## src/rtl/unified_mem_arbiter.sv

```systemverilog
// unified_mem_arbiter
// Shares one single-ported memory between the core fetch port and the core
// data port using the req/gnt/rvalid handshake on every side. A small FIFO of
// owner IDs (0 = fetch, 1 = data) records who issued each accepted request, so
// the in-order memory responses can be steered back to the right requester.
//
// Ports
//   clk, rst_n                  clock, synchronous active-low reset
//   instr_req_i/addr_i          fetch request
//   instr_gnt_o/rvalid_o/rdata_o fetch grant and response
//   data_req_i/addr_i/we_i/be_i/wdata_i  data request
//   data_gnt_o/rvalid_o/rdata_o/err_o    data grant and response
//   mem_req_o/addr_o/we_o/be_o/wdata_o   request towards memory
//   mem_gnt_i/rvalid_i/rdata_i/err_i     memory grant and in-order response
//   protocol_err_o              sticky: response seen with nothing in flight
//
// State | meaning
// IDLE   | no lock; a new owner may be selected this cycle
// LOCK_I | fetch is the owner, held until granted or req drops
// LOCK_D | data is the owner, held until granted or req drops
module unified_mem_arbiter #(
  parameter int ADDR_WIDTH      = 32,
  parameter int DATA_WIDTH      = 32,
  parameter int MAX_OUTSTANDING = 2
) (
  input  logic                  clk,
  input  logic                  rst_n,
  input  logic                  instr_req_i,
  input  logic [ADDR_WIDTH-1:0] instr_addr_i,
  output logic                  instr_gnt_o,
  output logic                  instr_rvalid_o,
  output logic [DATA_WIDTH-1:0] instr_rdata_o,
  input  logic                  data_req_i,
  input  logic [ADDR_WIDTH-1:0] data_addr_i,
  input  logic                  data_we_i,
  input  logic [3:0]            data_be_i,
  input  logic [DATA_WIDTH-1:0] data_wdata_i,
  output logic                  data_gnt_o,
  output logic                  data_rvalid_o,
  output logic [DATA_WIDTH-1:0] data_rdata_o,
  output logic                  data_err_o,
  output logic                  mem_req_o,
  output logic [ADDR_WIDTH-1:0] mem_addr_o,
  output logic                  mem_we_o,
  output logic [3:0]            mem_be_o,
  output logic [DATA_WIDTH-1:0] mem_wdata_o,
  input  logic                  mem_gnt_i,
  input  logic                  mem_rvalid_i,
  input  logic [DATA_WIDTH-1:0] mem_rdata_i,
  input  logic                  mem_err_i,
  output logic                  protocol_err_o
);

  localparam int CW = $clog2(MAX_OUTSTANDING) + 1;
  localparam int PW = (MAX_OUTSTANDING > 1) ? $clog2(MAX_OUTSTANDING) : 1;
  localparam logic [CW-1:0] FULL_CNT = CW'(MAX_OUTSTANDING);
  localparam logic [PW-1:0] PTR_MAX  = PW'(MAX_OUTSTANDING - 1);

  typedef enum logic [1:0] {IDLE, LOCK_I, LOCK_D} state_e;

  state_e state_q, state_d;
  logic   last_d_q, last_d_d;   // 1: data was the most recent grant
  logic   blk_q, blk_d;         // a grant happened last cycle
  logic   perr_q, perr_d;
  logic [CW-1:0] cnt_q, cnt_d;
  logic [PW-1:0] wptr_q, wptr_d, rptr_q, rptr_d;
  logic [MAX_OUTSTANDING-1:0] ids_q, ids_d;

  logic owner_vld, owner_d, owner_req;
  logic full, empty, head, push, pop;

  function automatic logic [PW-1:0] ptr_inc(input logic [PW-1:0] p);
    return (p == PTR_MAX) ? '0 : p + 1'b1;
  endfunction

  assign full  = (cnt_q == FULL_CNT);
  assign empty = (cnt_q == '0);
  assign head  = ids_q[rptr_q];

  // Owner selection. A held lock always keeps its owner; a fresh selection is
  // suppressed the cycle after a grant so no port is granted back to back.
  always_comb begin
    owner_vld = 1'b0;
    owner_d   = 1'b0;
    if (rst_n) begin
      case (state_q)
        LOCK_I: owner_vld = 1'b1;
        LOCK_D: begin
          owner_vld = 1'b1;
          owner_d   = 1'b1;
        end
        default: begin
          if (!full && !blk_q) begin
            if (instr_req_i && data_req_i) begin
              owner_vld = 1'b1;
              owner_d   = ~last_d_q;
            end else if (data_req_i) begin
              owner_vld = 1'b1;
              owner_d   = 1'b1;
            end else if (instr_req_i) begin
              owner_vld = 1'b1;
            end
          end
        end
      endcase
    end
  end

  assign owner_req   = owner_d ? data_req_i : instr_req_i;
  assign mem_req_o   = owner_vld & owner_req & ~full;
  assign mem_addr_o  = !owner_vld ? '0 : (owner_d ? data_addr_i : instr_addr_i);
  assign mem_we_o    = owner_vld & owner_d & data_we_i;
  assign mem_be_o    = !owner_vld ? 4'h0 : (owner_d ? data_be_i : 4'hF);
  assign mem_wdata_o = (owner_vld && owner_d) ? data_wdata_i : '0;

  assign push        = mem_req_o & mem_gnt_i;
  assign instr_gnt_o = push & ~owner_d;
  assign data_gnt_o  = push & owner_d;

  assign pop            = rst_n & mem_rvalid_i & ~empty;
  assign instr_rvalid_o = pop & ~head;
  assign data_rvalid_o  = pop & head;
  assign data_err_o     = data_rvalid_o & mem_err_i;
  assign instr_rdata_o  = mem_rdata_i;
  assign data_rdata_o   = mem_rdata_i;
  assign protocol_err_o = rst_n & perr_q;

  always_comb begin
    state_d  = IDLE;
    last_d_d = last_d_q;
    blk_d    = push;
    perr_d   = perr_q | (rst_n & mem_rvalid_i & empty);
    ids_d    = ids_q;
    wptr_d   = wptr_q;
    rptr_d   = rptr_q;
    cnt_d    = cnt_q;

    if (push) begin
      last_d_d = owner_d;
    end else if (owner_vld && owner_req) begin
      state_d = owner_d ? LOCK_D : LOCK_I;
    end

    if (push) begin
      ids_d[wptr_q] = owner_d;
      wptr_d        = ptr_inc(wptr_q);
    end
    if (pop) begin
      rptr_d = ptr_inc(rptr_q);
    end
    case ({push, pop})
      2'b10:   cnt_d = cnt_q + 1'b1;
      2'b01:   cnt_d = cnt_q - 1'b1;
      default: cnt_d = cnt_q;
    endcase
  end

  always_ff @(posedge clk) begin
    if (!rst_n) begin
      state_q  <= IDLE;
      last_d_q <= 1'b0;
      blk_q    <= 1'b0;
      perr_q   <= 1'b0;
      cnt_q    <= '0;
      wptr_q   <= '0;
      rptr_q   <= '0;
      ids_q    <= '0;
    end else begin
      state_q  <= state_d;
      last_d_q <= last_d_d;
      blk_q    <= blk_d;
      perr_q   <= perr_d;
      cnt_q    <= cnt_d;
      wptr_q   <= wptr_d;
      rptr_q   <= rptr_d;
      ids_q    <= ids_d;
    end
  end

endmodule

```

## config.mk

```make
export PLATFORM = sky130hd
export DESIGN_NAME = unified_mem_arbiter
export DESIGN_NICKNAME = d
export VERILOG_FILES = /design/src/rtl/unified_mem_arbiter.sv
export SDC_FILE = /design/constraint.sdc
export NUM_CORES = 1
export LEC_CHECK = 0
export ABC_AREA = 1
export BUFFER_PORTS_ARGS = -buffer_cell sky130_fd_sc_hd__buf_2
export CAP_MARGIN = 20
export CORE_AREA = 4 4 106 108
export CTS_CLUSTER_SIZE = 20
export DETAILED_ROUTE_END_ITERATION = 8
export DIE_AREA = 0 0 110 112
export MAX_ROUTING_LAYER = met4
export SLEW_MARGIN = 10
export SYNTH_ARGS = -nofsm -noshare
export SYNTH_HDL_FRONTEND = slang
export SYNTH_SLANG_ARGS = --single-unit
```

## constraint.sdc

```tcl
create_clock -name clk -period 3.1 [get_ports clk]
set_clock_uncertainty 0.2 [all_clocks]
set_input_delay 0.155 -clock clk [delete_from_list [all_inputs] [get_ports clk]]
set_output_delay 0.155 -clock clk [all_outputs]
set_load 0.1 [all_outputs]
```

**Yosys cells after proc, flatten, opt, wreduce, memory -nomap -nowiden**

Cells that the tools add are included.

- Register bits: 11
- Input bits: 140
- Output and inout bits: 140
- Logic and storage cells: 79

- Add/subtract/negate cells: 4
- Magnitude comparators: 3
- Eq/ne operators: 5
- Muxes and demuxes: 26
- Bitwise gates (word level): 22
- Reductions and logical operators: 11

Operators with widths:

| operator | number |
|---|---|
| $mux W32 | 3 |
| $mux W1 | 16 |
| $and A1 B1 Y1 | 14 |
| $mux W4 | 2 |
| $not A1 Y1 | 7 |
| $eq A2 B2 Y1 const B | 3 |
| $logic_and A1 B1 Y1 | 5 |
| $eq A2 B1 Y1 const B | 2 |
| $lt A1 B2 Y1 const B | 2 |
| $pmux W2 S2 | 1 |
| $reduce_or A3 Y1 | 1 |
| $add A1 B1 Y1 const B | 2 |
| $add A2 B1 Y2 const B | 1 |
| $bwmux W2 | 1 |
| $logic_not A1 Y1 | 2 |
| $logic_not A2 Y1 | 1 |
| $mux W2 | 1 |
| $pmux W1 S2 | 1 |
| $reduce_bool A2 Y1 | 1 |
| $reduce_or A2 Y1 | 1 |
| $sub A2 B1 Y2 const B | 1 |
| $demux W1 S1 | 1 |
| $ge A1 B1 Y1 const B | 1 |
| $or A1 B1 Y1 | 1 |

**Longest topological paths before layout**

Gate-level depths: netlist of the first run.

- Word-level depth: 12
- Depth in mapped cells: 13
- Depth with buffers taken out: 13

**Least setup slack after synthesis of the first run**

OpenSTA, ideal clock, no wires.

- Kind: flip-flop to output port
- From: register state_q[0]
- To: output mem_addr_o[17]
- Arrival: 2.543 ns
- Required time: 2.745 ns
- Slack: 0.202 ns
- Stages on the path, launching flop included: 10
- Buffers on the path: 2
- Cell sequence: dfxtp_1 > inv_1 > ha_1 > inv_1 > o21bai_4 > nand2_2 > buf_6 > clkbuf_2 > o21ai_0 > nor2_1

- Cells in the longest elaborated chain, start to end: 5
- Elaborated cells on any way between the ends: 9
- Those cells by class: eq/ne: 2; mux: 6; reduce/logical: 1

Ends and longest elaborated chain:

| element | line | source |
|---|---|---|
| start: declaration | 61 | `state_e state_q, state_d;` |
| start signal: assignment | 169 | `state_q <= state_d;` |
| $eq A2 B2 Y1 / $eq A2 B1 Y1 (equally long branches) | 86 | `case (state_q)` |
| $pmux W1 S2 / $reduce_or A2 Y1 (equally long branches) | n/a |  |
| $mux W1 (on tied branches) | 85, 86 |  |
| $mux W32 / $mux W1 (equally long branches) | 111, 85 |  |
| $mux W32 (*) | 111 | `assign mem_addr_o = !owner_vld ? '0 : (owner_d ? data_addr_i : instr_addr_i);` |
| end: declaration | 43 | `output logic [ADDR_WIDTH-1:0] mem_addr_o,` |

Mark *: on every way between the ends. The rest lies on a longest branch, timed or not.

**Worst setup path after layout of the first run**

- From: register state_q[0]
- To: output mem_addr_o[29]

Same word-level chain as after synthesis.

==> results of run 1 <==
-- worst max-delay path: stages (launching register included) --
cell	delay, ns
dfxtp_1	0.31
inv_1	0.04
ha_1	0.32
inv_1	0.05
o21bai_4	0.18
nand2_2	0.08
buf_4	0.35
o21ai_0	0.17
nor2_1	0.11
buf_2	0.43
-- cell type report --
class	instances	area (um^2)	area share, %
flip-flops and latches	11	220	8.53
clock inverters	1	5.00	0.194
clock buffers	3	41.3	1.60
repair buffers	188	1060	40.9
multi-input cells	190	883	34.2
well taps	136	170	6.59
inverters	55	206	7.99
-- cells in the final DEF, fill, tap and decap left out --
master | netlist | final
o21bai_4 | 1 | 1
o21ai_0 | 34 | 34
a21oi_1 | 6 | 6
dfxtp_1 | 11 | 11
nand2_2 | 3 | 3
nor2_4 | 1 | 1
buf_4 | 68 | 4
clkinv_1 | 1 | 1
and3_1 | 1 | 1
buf_2 | 4 | 177
buf_12 | 0 | 7
nand4_1 | 3 | 3
nand2_1 | 15 | 15
ha_1 | 2 | 2
nor2_1 | 106 | 106
inv_1 | 51 | 51
nand3_2 | 1 | 1
o21ai_1 | 7 | 7
a21oi_2 | 3 | 3
nand3_1 | 2 | 2
nor2_2 | 2 | 2
nand3_4 | 1 | 1
o31ai_1 | 1 | 1
inv_2 | 3 | 3
clkinv_2 | 0 | 1
clkbuf_8 | 0 | 3
nand2_4 | 1 | 1
-- flip-flops by register name, indices dropped and copies added (netlist names) --
| name | cells |
|---|---|
| blk_q | 1 |
| cnt_q | 2 |
| ids_q | 2 |
| last_d_q | 1 |
| perr_q | 1 |
| rptr_q | 1 |
| state_q | 2 |
| wptr_q | 1 |
-- path summary, 6_finish.rpt --
kind,startpoint,endpoint,slack (ns)
worst max-delay path,state_q[0],mem_addr_o[29],0.43
worst min-delay path,mem_rvalid_i,perr_q,0.003
worst max register to register,state_q[0],cnt_q[1],0.71
worst min register to register,rptr_q,rptr_q,0.27
-- through the flow --
step,util [%],hold slack [ns],instance area (um^2),instances,total power (W)
6_report,25.2,0.00293,2580,584,0.00151
5_1_grt,25.2,0.0209,2580,584,0.00159
4_1_cts,25.2,0.00228,2580,584,0.00152
3_5_place_dp,24.8,0.111,2540,580,0.00137
3_3_place_gp,24.8,0.111,2540,580,0.00137
2_1_floorplan,-,0.0763,1880,335,0.00152
-- power by group through the flow --
stage	Clock (W)	Sequential [W]	Combinational, W
floorplan	0	0.000160	0.00136
global placement	0	0.000161	0.00121
detailed placement	0	0.000161	0.00121
CTS	0.000152	0.000158	0.00121
global route	0.000157	0.000159	0.00127
finish	0.000148	0.000158	0.00120
-- metal layers --
layer | share of wire, % | track usage, % | vias to the layer above
met5 | 0 | - | -
met4 | 3.4 | 4.66 | 0
met3 | 12 | 2.90 | 25
met2 | 46 | 17.6 | 133
met1 | 39 | 11.8 | 945
li1 | - | - | 1162
-- cell families (layout without fill, tap and decap cells) --
family	Yosys count	count (layout)	share of synthesized area (%)
DFF	11	11	11.7
buffers and inverters	134	247	41.2
adders and majority gates	2	2	1.33
AOI/OAI and AO/OA	52	52	15.3
and+or+nand+nor	136	136	30.4
==> flow_results.org, run 1 <==
** Global route
- The number of global-route vias before repair was 2290.
- The initial antenna violation count was 0.
- Pin count of the biggest net entering global routing :: 42
- After global routing the overflow that remains totals 0.
- First-pass GRT wire length :: 10.3 mm
- Across every metal layer, demand over resource in global routing totals 10.6%.

** STA
- Worst slew slack as a fraction of its limit :: 66.5%
- RSZ-0062 raised after global routing :: no
- Part of the cycle the worst path needs :: 86.0%
- Derived from the worst setup path, the maximum achievable clock frequency is 0.375 GHz.
- Fin. max-slew vios :: 0
- Post-Route Setup TNS :: 0 ns
- Clock period minus final worst setup slack :: 2.67 ns
- Final setup fails :: 0
- Slew of the pin with the lowest slew margin :: 0.505 ns
- Final Hold Viols :: 0
- Once routing completed, OpenROAD measured the worst setup slack at 0.435 ns.

** Hold path
- Worst Hold Class :: input port to flop
- The worst hold path was traced through 3 stages.

** Clocking
- Clock root cell :: clkbuf_8
- CTS built an H-tree with a depth of 1.
- Setup bufs post-CTS :: 0
- Clock-pin slew on the worst setup and hold paths :: 0.05 ns
- CTS Buffer Depth :: 2
- Counting the buffers created by CTS gives 3.
- Total clock sinks :: 11
- Skew-Pair Late Insertion Delay :: 0.24 ns
- Number of instances resized during post-cts repair :: 0
- Number of hold-repair buffers added at the cts stage :: 0
- TritonCTS built the clock tree.

** Finish
- Diode insertion count for antenna repair :: 0
- From synthesis to final layout, the design area changed by 37.5%.
- Ratio of cells with drive above 1 in the final layout :: 46.4%
- The filler cells instantiated in the layout total 1202.
- Total Nets Final :: 591

** Setup path
- Along the worst path, the maximum fanout reaches 41.
- Critical path class :: flop to primary output
- Startpoint type of the worst setup path :: flop
- STA puts the critical path data required time at 2.74 ns.
- Measured in cells, the most critical reg-to-reg path has a length of 12.
- Arrival time of the worst setup path :: 2.31 ns
- The worst setup path is captured at a primary output.

** Routing
- After detailed routing, the number of vias per cell comes to 3.88.
- The detail route stage leaves a number of antenna-violating nets equal to 0.
- In the final routed layout, each cell accounts on average for 11.6 um.
- Number of remaining DRC errors :: 0
- First-pass iteration count of the detailed router :: 4
- The final route contains 2265 vias.
- Wire length reported by the detailed router :: 6.80 mm
- Violation count after the first detailed-route iteration :: 46

** Power
- Sw Pwr :: 0.00104 W
- Clock network fraction of design power :: 9.8%
- Power density cells :: 584 mW/mm^2
- Of the total power, the share spent switching nets is 69.0%.
- In this run, flip-flops and latches consume 10.5% of the power.
- Leakage :: 1.64 nW
- Per report_power, the combinational group accounts for 79.7% of the total.
- The internal power of the cells totals 0.000468 W.
- Across the VDD grid, the largest voltage drop is 0.000206 V.

** Die
- For this design the top-level I/O count stands at 280.
- Height of the die :: 112 um
- Core Box Area :: 0.0102 mm^2
- The die covers 0.0123 mm^2.
- Initial Util :: 18.4%
- Rows :: 37
- The floorplan step set the die width to 110 um.

** Synth
- The share of synthesized area in the top cell type comes to 27.2%.
- For this run, the leading register cell type out of synthesis is dfxtp_1.
- Counting every instance in the synthesized netlist gives 335.
- The number of nets handed over by synthesis was 477.
- Counting distinct cell types in the post-synthesis netlist gives 27.
- Top-count cell post-synth :: nor2_1
- Cell types with the highest counts after synthesis :: 106 x nor2_1, 68 x buf_4, 51 x inv_1, 34 x o21ai_0, 15 x nand2_1
- Area of the mapped netlist :: 0.00188 mm^2
- By area the synthesized netlist is led by buf_4 27%, nor2_1 21%, dfxtp_1 12%.
- Number of enable flip-flop cells after synthesis :: 0
- In this run, synthesis produced a sequential element count of 11.
- Of the synthesized area, sequential elements account for 11.7%.
- For this run, the number of Yosys warnings is 0.
- Proportion of synthesized flip-flops having asynchronous set or reset :: 0%
- Leading area contributor after synthesis :: buf_4
- Syn Area/Cell :: 5.61 um^2

** Outcome
- Status :: finished clean

** Place
- Prior to clock tree synthesis, the placed netlist has a worst setup slack of 0.706 ns.
- Count of input and output buffers :: 183
- Detailed placement ended at an HPWL of 5.82 mm.
- Routability-driven placement finished with a final weighted congestion of 0.800.

** Flow run
- Max-cap violations in this run came to 0.
No activity file was read; power rests on OpenSTA's default activity.
==> inputs of run 2 (changes only) <==
--- a/config.mk
+++ b/config.mk
@@ -13,7 +13,6 @@
 export DETAILED_ROUTE_END_ITERATION = 8
 export DIE_AREA = 0 0 110 112
 export MAX_ROUTING_LAYER = met4
-export SLEW_MARGIN = 10
 export SYNTH_ARGS = -nofsm -noshare
 export SYNTH_HDL_FRONTEND = slang
 export SYNTH_SLANG_ARGS = --single-unit
==> constraint.sdc (replaced) <==
create_clock -name clk -period 2.95 [get_ports clk]
set_clock_uncertainty 0.2 [all_clocks]
set_input_delay 0.1475 -clock clk [delete_from_list [all_inputs] [get_ports clk]]
set_output_delay 0.1475 -clock clk [all_outputs]
set_load 0.1 [all_outputs]
==> flow_results.org, run 2 (synthesized netlist as in run 1, its figures left out) <==
** Setup path
- Type of destination of the critical path :: primary output
- Critical path class :: flop to primary output
- Among the stages of the critical path, the cell type that occurs most often is nor2_1.
- Kind of cell with the highest combined delay on the critical path :: buffers and inverters
- Startpoint type of the worst setup path :: flop
- The worst endpoint required time came to 2.60 ns (-0.14 ns).
- The highest cell delay on the worst timing path is 0.45 ns (+0.02 ns).
- The count of buffer and inverter cells on the critical path came to 4 (unchanged).
- The critical path data arrival time was 2.24 ns (-0.07 ns).
- The maximum fanout along the worst path is 31 (-24%).
- The critical path goes through inv_1 -> ha_1 -> nor2_1 -> nor2_2 -> nand2_2 -> clkinv_1 -> buf_12 -> nor2_1 -> nor2_1 -> buf_2.
- Cell at the slowest stage of the critical path :: buf_2

** STA
- The number of pins with negative max-slew slack in the final report is 0 (unchanged).
- Part of the cycle the worst path needs :: 87.7%
- The pin slew with the least headroom to its limit was 0.498 ns (-0.00704 ns).
- After layout, the minimum clock period comes to 2.59 ns.
- Achievable clock frequency :: 0.386 GHz
- Final Hold Viols :: 0 (unchanged)
- Final setup fails :: 0 (unchanged)
- The worst max-slew margin expressed relative to the limit was 67.0% (+0.47 points).
- RSZ-0062 raised after global routing :: no
- Post-Route Setup TNS :: 0 ns (unchanged)

** Global route
- The combined global-route utilization of all metal layers came to 10.3% (-0.36 points).
- The pin count of the biggest net entering global routing came to 49 (+17%).
- Via count of the first global-routing pass :: 2145 (-6.3%)
- Residual overflow from global routing :: 0 (unchanged)
- Number of antenna violations at the first check in global routing :: 0 (unchanged)
- First-pass GRT wire length :: 9.97 mm (-3.6%)

** Clocking
- Clock-pin slew on the worst setup and hold paths :: 0.06 ns (about the same)
- The number of clock sinks came to 11 (unchanged).
- Clock root cell :: clkbuf_8
- The level count of the clock H-tree came to 1 (unchanged).
- The clock buffer count from CTS was 3 (unchanged).
- Skew-Pair Late Insertion Delay :: 0.24 ns (about the same)
- The maximum count of clock buffers along a single path was 2 (unchanged).
- The number of gates resized after cts was 0 (unchanged).
- Number of hold-repair buffers added at the cts stage :: 1 (+1)
- Setup bufs post-CTS :: 0 (unchanged)
- TritonCTS built the clock tree.

** Finish
- Layout Cell Area excl Fill :: 0.00294 mm^2 (+14%)
- The net total in the final layout came to 592 (+0.17%).
- The area occupied by multi-input gates is 883 um^2 (unchanged).
- Sequential cell area in the final layout :: 220 um^2 (unchanged)
- The share of final-layout standard cells stronger than drive strength 1 came to 46.3% (-0.10 points).
- Leading cell type in the layout, fill and taps excluded :: buf_2
- The number of diodes was 0 (unchanged).
- Area delta synth->final :: 56.3%
- Leading cell types in the layout, fill and taps excluded :: 155 x buf_2, 106 x nor2_1, 51 x inv_1, 34 x o21ai_0, 30 x buf_12
- In the final layout, the registers with the most flip-flops are cnt_q x2, ids_q x2, state_q x2.
- Filler cell count in the final layout :: 1163 (-3.2%)

** Routing
- The routed wire length came to 6.64 mm (-2.3%).
- The detailed-route vias per instance was 3.83 (-1.3%).
- Post-DRT Antenna Nets :: 0 (unchanged)
- First-pass iteration count of the detailed router :: 4 (unchanged)
- Violation count after the first detailed-route iteration :: 53 (+15%)
- Overall via count from detail_route :: 2240 (-1.1%)
- The count of unresolved DRC violations after routing was 0 (unchanged).
- The routed length per placed instance was 11.4 um (-2.4%).

** Die
- Initial Util :: 18.4% (unchanged)
- The row count is 37 (unchanged).
- The number of placed I/O pins was 280 (unchanged).
- Core Box Area :: 0.0102 mm^2 (unchanged)
- Height of the die :: 112 um (unchanged)
- Die span in x :: 110 um (unchanged)
- Area enclosed by the die boundary :: 0.0123 mm^2 (unchanged)

** Flow run
- The max-cap check violation count came to 0 (unchanged).

** Place
- The count of input and output buffers was 183 (unchanged).
- The placed instance area came to 0.00288 mm^2 (+14%).
- Routability congestion estimate from global placement :: 0.771 (-3.6%)
- The half-perimeter wire length of the detailed placement result is 5.74 mm (-1.3%).

** Power
- Leakage :: 1.72 nW (+4.9%)
- Worst VDD drop :: 0.000207 V (+0.41%)
- Power density cells :: 573 mW/mm^2 (-1.9%)

** Outcome
- The run finished with clean final reports.

** Hold path
- Worst Hold Class :: input port to flop
[run 2: changes by cell type in the layout (fill, tap and decap cells not counted), sizes merged]
cell / delta
dlygate4sd3: +1
[run 2: worst register-to-register path, delay by kind of cell (launching register included)]
family | cells | cell delay, ns
flip-flops | 1 | 0.30
adder cells (fa/ha/maj) | 2 | 0.63
buffers and inverters | 1 | 0.04
AND/OR/NAND/NOR | 6 | 0.65
AO/OA/AOI/OAI | 4 | 0.42
[run 2: cell type report]
cell class / instances / share of cell area (%)
clock inverters: 1 / 0.171
clock buffers: 3 / 1.41
repair buffers: 189 / 48.0
flip-flops and latches: 11 / 7.50
well taps: 136 / 5.80
multi-input cells: 190 / 30.1
inverters: 55 / 7.03
[run 2: worst paths after layout]
check / end / slack (ns) / cells past startpoint / from
setup / recovery: mem_addr_o[5] / 0.36 / 10 / state_q[0]
hold reg to reg: perr_q / 0.26 / 2 / perr_q
setup reg to reg: cnt_q[1] / 0.60 / 13 / state_q[0]
hold / removal: ids_q[0] / 0.01 / 3 / rst_n
[run 2: report_power, final]
group / total, W / switching, W / internal (W)
logic: 0.00136 / 0.00104 / 0.000324
registers: 0.000166 / 0.00000635 / 0.000160
clock network: 0.000153 / 0.0000597 / 0.0000929
[run 2: metal layers]
layer | part of all wire, % | track usage (%) | wire, um | up-vias
met5 | 0 | - | 0 | -
met4 | 3.2 | 4.90 | 214 | 0
met3 | 12 | 2.67 | 765 | 23
met2 | 47 | 16.8 | 3120 | 135
met1 | 38 | 11.4 | 2540 | 916
li1 | - | - | - | 1166
[run 2: stage by stage]
stage	hold WS, ns	cells	total power, W	worst slack (ns)	util [%]
floorplan	0.0688	335	0.00159	0.0591	-
global placement	0.0961	580	0.00154	0.596	28.1
detailed placement	0.0961	580	0.00154	0.586	28.1
CTS	0.00340	585	0.00170	0.324	28.7
global route	0.0292	585	0.00176	0.227	28.7
finish	0.0102	585	0.00168	0.362	28.7
==> inputs of run 3 (changes only) <==
--- a/config.mk
+++ b/config.mk
@@ -8,11 +8,12 @@
 export ABC_AREA = 1
 export BUFFER_PORTS_ARGS = -buffer_cell sky130_fd_sc_hd__buf_2
 export CAP_MARGIN = 20
-export CORE_AREA = 4 4 106 108
+export CORE_AREA = 4 4 107 109
 export CTS_CLUSTER_SIZE = 20
 export DETAILED_ROUTE_END_ITERATION = 8
-export DIE_AREA = 0 0 110 112
+export DIE_AREA = 0 0 111 113
 export MAX_ROUTING_LAYER = met4
+export PLACE_DENSITY = 0.51
 export SYNTH_ARGS = -nofsm -noshare
 export SYNTH_HDL_FRONTEND = slang
 export SYNTH_SLANG_ARGS = --single-unit
==> constraint.sdc (replaced) <==
create_clock -name clk -period 3.1 [get_ports clk]
set_clock_uncertainty 0.2 [all_clocks]
set_input_delay 0.155 -clock clk [delete_from_list [all_inputs] [get_ports clk]]
set_output_delay 0.155 -clock clk [all_outputs]
set_load 0.1 [all_outputs]
==> flow_results.org, run 3 (synthesized netlist as in run 1, its figures left out) <==
** STA
- Setup repair after global routing left no endpoint under its margin.
- Post-Route Hold Slack :: 0.00723 ns (-0.00299 ns)
- Achievable clock frequency :: 0.378 GHz
- The final count of negative-setup-slack endpoints came to 0 (unchanged).
- Fin. max-slew vios :: 0 (unchanged)
- Final Hold Viols :: 0 (unchanged)
- Part of the cycle the worst path needs :: 85.3%
- Post-Route Setup TNS :: 0 ns (unchanged)
- After layout, the minimum clock period comes to 2.64 ns.
- Slew of the pin with the lowest slew margin :: 0.501 ns (+0.00294 ns)
- Worst slew slack as a fraction of its limit :: 66.8% (-0.19 points)

** Setup path
- The worst endpoint required time came to 2.74 ns (+0.14 ns).
- The critical path data arrival time is 2.29 ns (+0.05 ns).
- The startpoint identified for the worst register-to-register timing path is state_q[0].
- The worst setup path is of the flop to primary output kind.
- Launching instance or port of the critical path :: state_q[0]
- Startpoint type of the worst setup path :: flop
- Largest fanout on the critical path :: 26 (-16%)
- Type of destination of the critical path :: primary output
- The path depth of the worst reg2reg path is 13 (unchanged).

** Power
- The leakage power total came to 1.64 nW (-4.7%).
- Power density cells :: 583 mW/mm^2 (+1.8%)
- The maximum resistive drop on vdd was 0.000430 V (+110%).
- Overall power of the completed layout :: 0.00151 W (-10%)

** Clocking
- Setup bufs post-CTS :: 0 (unchanged)
- Total clock sinks :: 11 (unchanged)
- The maximum count of clock buffers along a single path is 2 (unchanged).
- CTS tree :: yes
- The clock buffer count from CTS is 3 (unchanged).
- The level count of the clock H-tree was 1 (unchanged).
- Skew-Pair Late Insertion Delay :: 0.23 ns (about the same)
- The number of buffers inserted by hold repair at cts is 0 (-1).
- Number of instances resized during post-cts repair :: 0 (unchanged)
- The tree is rooted in a clkbuf_8.
- Clock-pin slew on the worst setup and hold paths :: 0.05 ns (about the same)

** Finish
- The top cell types in the final layout, fill and taps aside, are 177 x buf_2, 106 x nor2_1, 51 x inv_1, 34 x o21ai_0, 15 x nand2_1.
- Core utilization of the finished layout :: 24.4% (-4.3 points)
- Diode insertion count for antenna repair :: 0 (unchanged)
- Total Nets Final :: 590 (-0.34%)
- Leading cell type in the layout, fill and taps excluded :: buf_2
- The largest registers in the layout are cnt_q x2, ids_q x2, state_q x2.
- From synthesis to final layout, the design area changed by 38.0%.
- The non-filler instance count after layout was 587 (+0.34%).
- Ratio of cells with drive above 1 in the final layout :: 46.1% (-0.24 points)

** Routing
- The length of the first detailed-routing pass in iterations came to 4 (unchanged).
- Number of remaining DRC errors :: 0 (unchanged)
- Wire length reported by the detailed router :: 6.91 mm (+4.1%)
- Post-DRT Antenna Nets :: 0 (unchanged)
- The routed length per placed instance is 11.8 um (+3.7%).
- The detailed-route vias per instance was 3.94 (+2.9%).
- The total number of vias came to 2313 (+3.3%).
- The number of DRC markers in iteration 0 came to 59 (+11%).

** Hold path
- Source of the worst hold timing path :: mem_rvalid_i
- The number of cells on the worst hold path was 3 (unchanged).
- Worst Hold Class :: input port to flop

** Die
- Top-level port count :: 280 (unchanged)
- The area of the core came to 0.0106 mm^2 (+3.6%).
- The width of the die was 111 um (+0.91%).
- Initial Util :: 17.7% (-0.64 points)
- Area enclosed by the die boundary :: 0.0125 mm^2 (+1.8%)
- The row count came to 38 (+2.7%).
- Height of the die :: 113 um (+0.89%)

** Outcome
- Status :: finished clean

** Global route
- Via count of the first global-routing pass :: 2372 (+11%)
- Number of antenna violations at the first check in global routing :: 0 (unchanged)
- The combined global-route utilization of all metal layers is 10.4% (+0.15 points).
- The pin count of the biggest net entering global routing is 75 (+53%).
- The overflow left after global routing is 0 (unchanged).
- The wire length of the first global-routing pass was 10.9 mm (+9.1%).

** Place
- Count of input and output buffers :: 183 (unchanged)
- The half-perimeter wire length of the detailed placement result was 5.91 mm (+3.1%).
- Cell count after placement :: 583 (+0.52%)
- Routability congestion estimate from global placement :: 0.827 (+7.2%)

** Flow run
- The max-cap check violation count came to 0 (unchanged).
## run 3: cell types whose count changed in the layout (fill, tap and decap cells not counted), sizes merged
| cell | before | now |
|---|---|---|
| dlygate4sd3 | 1 | 0 |
| clkbuf | 3 | 4 |
| clkinv | 2 | 1 |
| buf | 188 | 187 |
## run 3: final timing paths
kind / endpoint / slack, ns
worst max-delay path: mem_addr_o[0] / 0.46
worst min-delay path: perr_q / 0.007
worst max register to register: cnt_q[1] / 0.68
worst min register to register: perr_q / 0.26
## run 3: where the power goes
group          total, W  internal (W)  switching [W]
logic           0.00121      0.000230       0.000980
registers      0.000158      0.000152     0.00000588
clock network  0.000144     0.0000903      0.0000541
total           0.00151      0.000472        0.00104
## run 3: layout make-up
cell class	count	area [um^2]
well taps	140	175
flip-flops and latches	11	220
inverters	55	206
repair buffers	187	1060
clock buffers	4	45.0
multi-input cells	190	883
fillers	1220	8010
## run 3: stage by stage
stage / cell area (um^2) / worst slack [ns]
after floorplan: 1880 / 0.202
after global placement: 2550 / 0.741
after detailed placement: 2550 / 0.682
after CTS: 2590 / 0.422
after global routing: 2590 / 0.300
final: 2590 / 0.457
## run 3: layer usage
layer / global-route usage (%) / share of wire [%] / up-vias
met5: - / 0 / -
met4: 3.61 / 3.0 / 0
met3: 2.67 / 9.5 / 23
met2: 18.2 / 48 / 121
met1: 11.6 / 39 / 1006
li1: - / - / 1163
## run 3: worst max-delay path, cell delays in order (launching register included)
cell      delay (ns)
dfxtp_1         0.31
inv_1           0.04
ha_1            0.32
nor2_1          0.07
nor2_2          0.15
nand2_2         0.10
clkinv_1        0.21
buf_12          0.21
nor2_1          0.05
nor2_1          0.13
buf_2           0.44
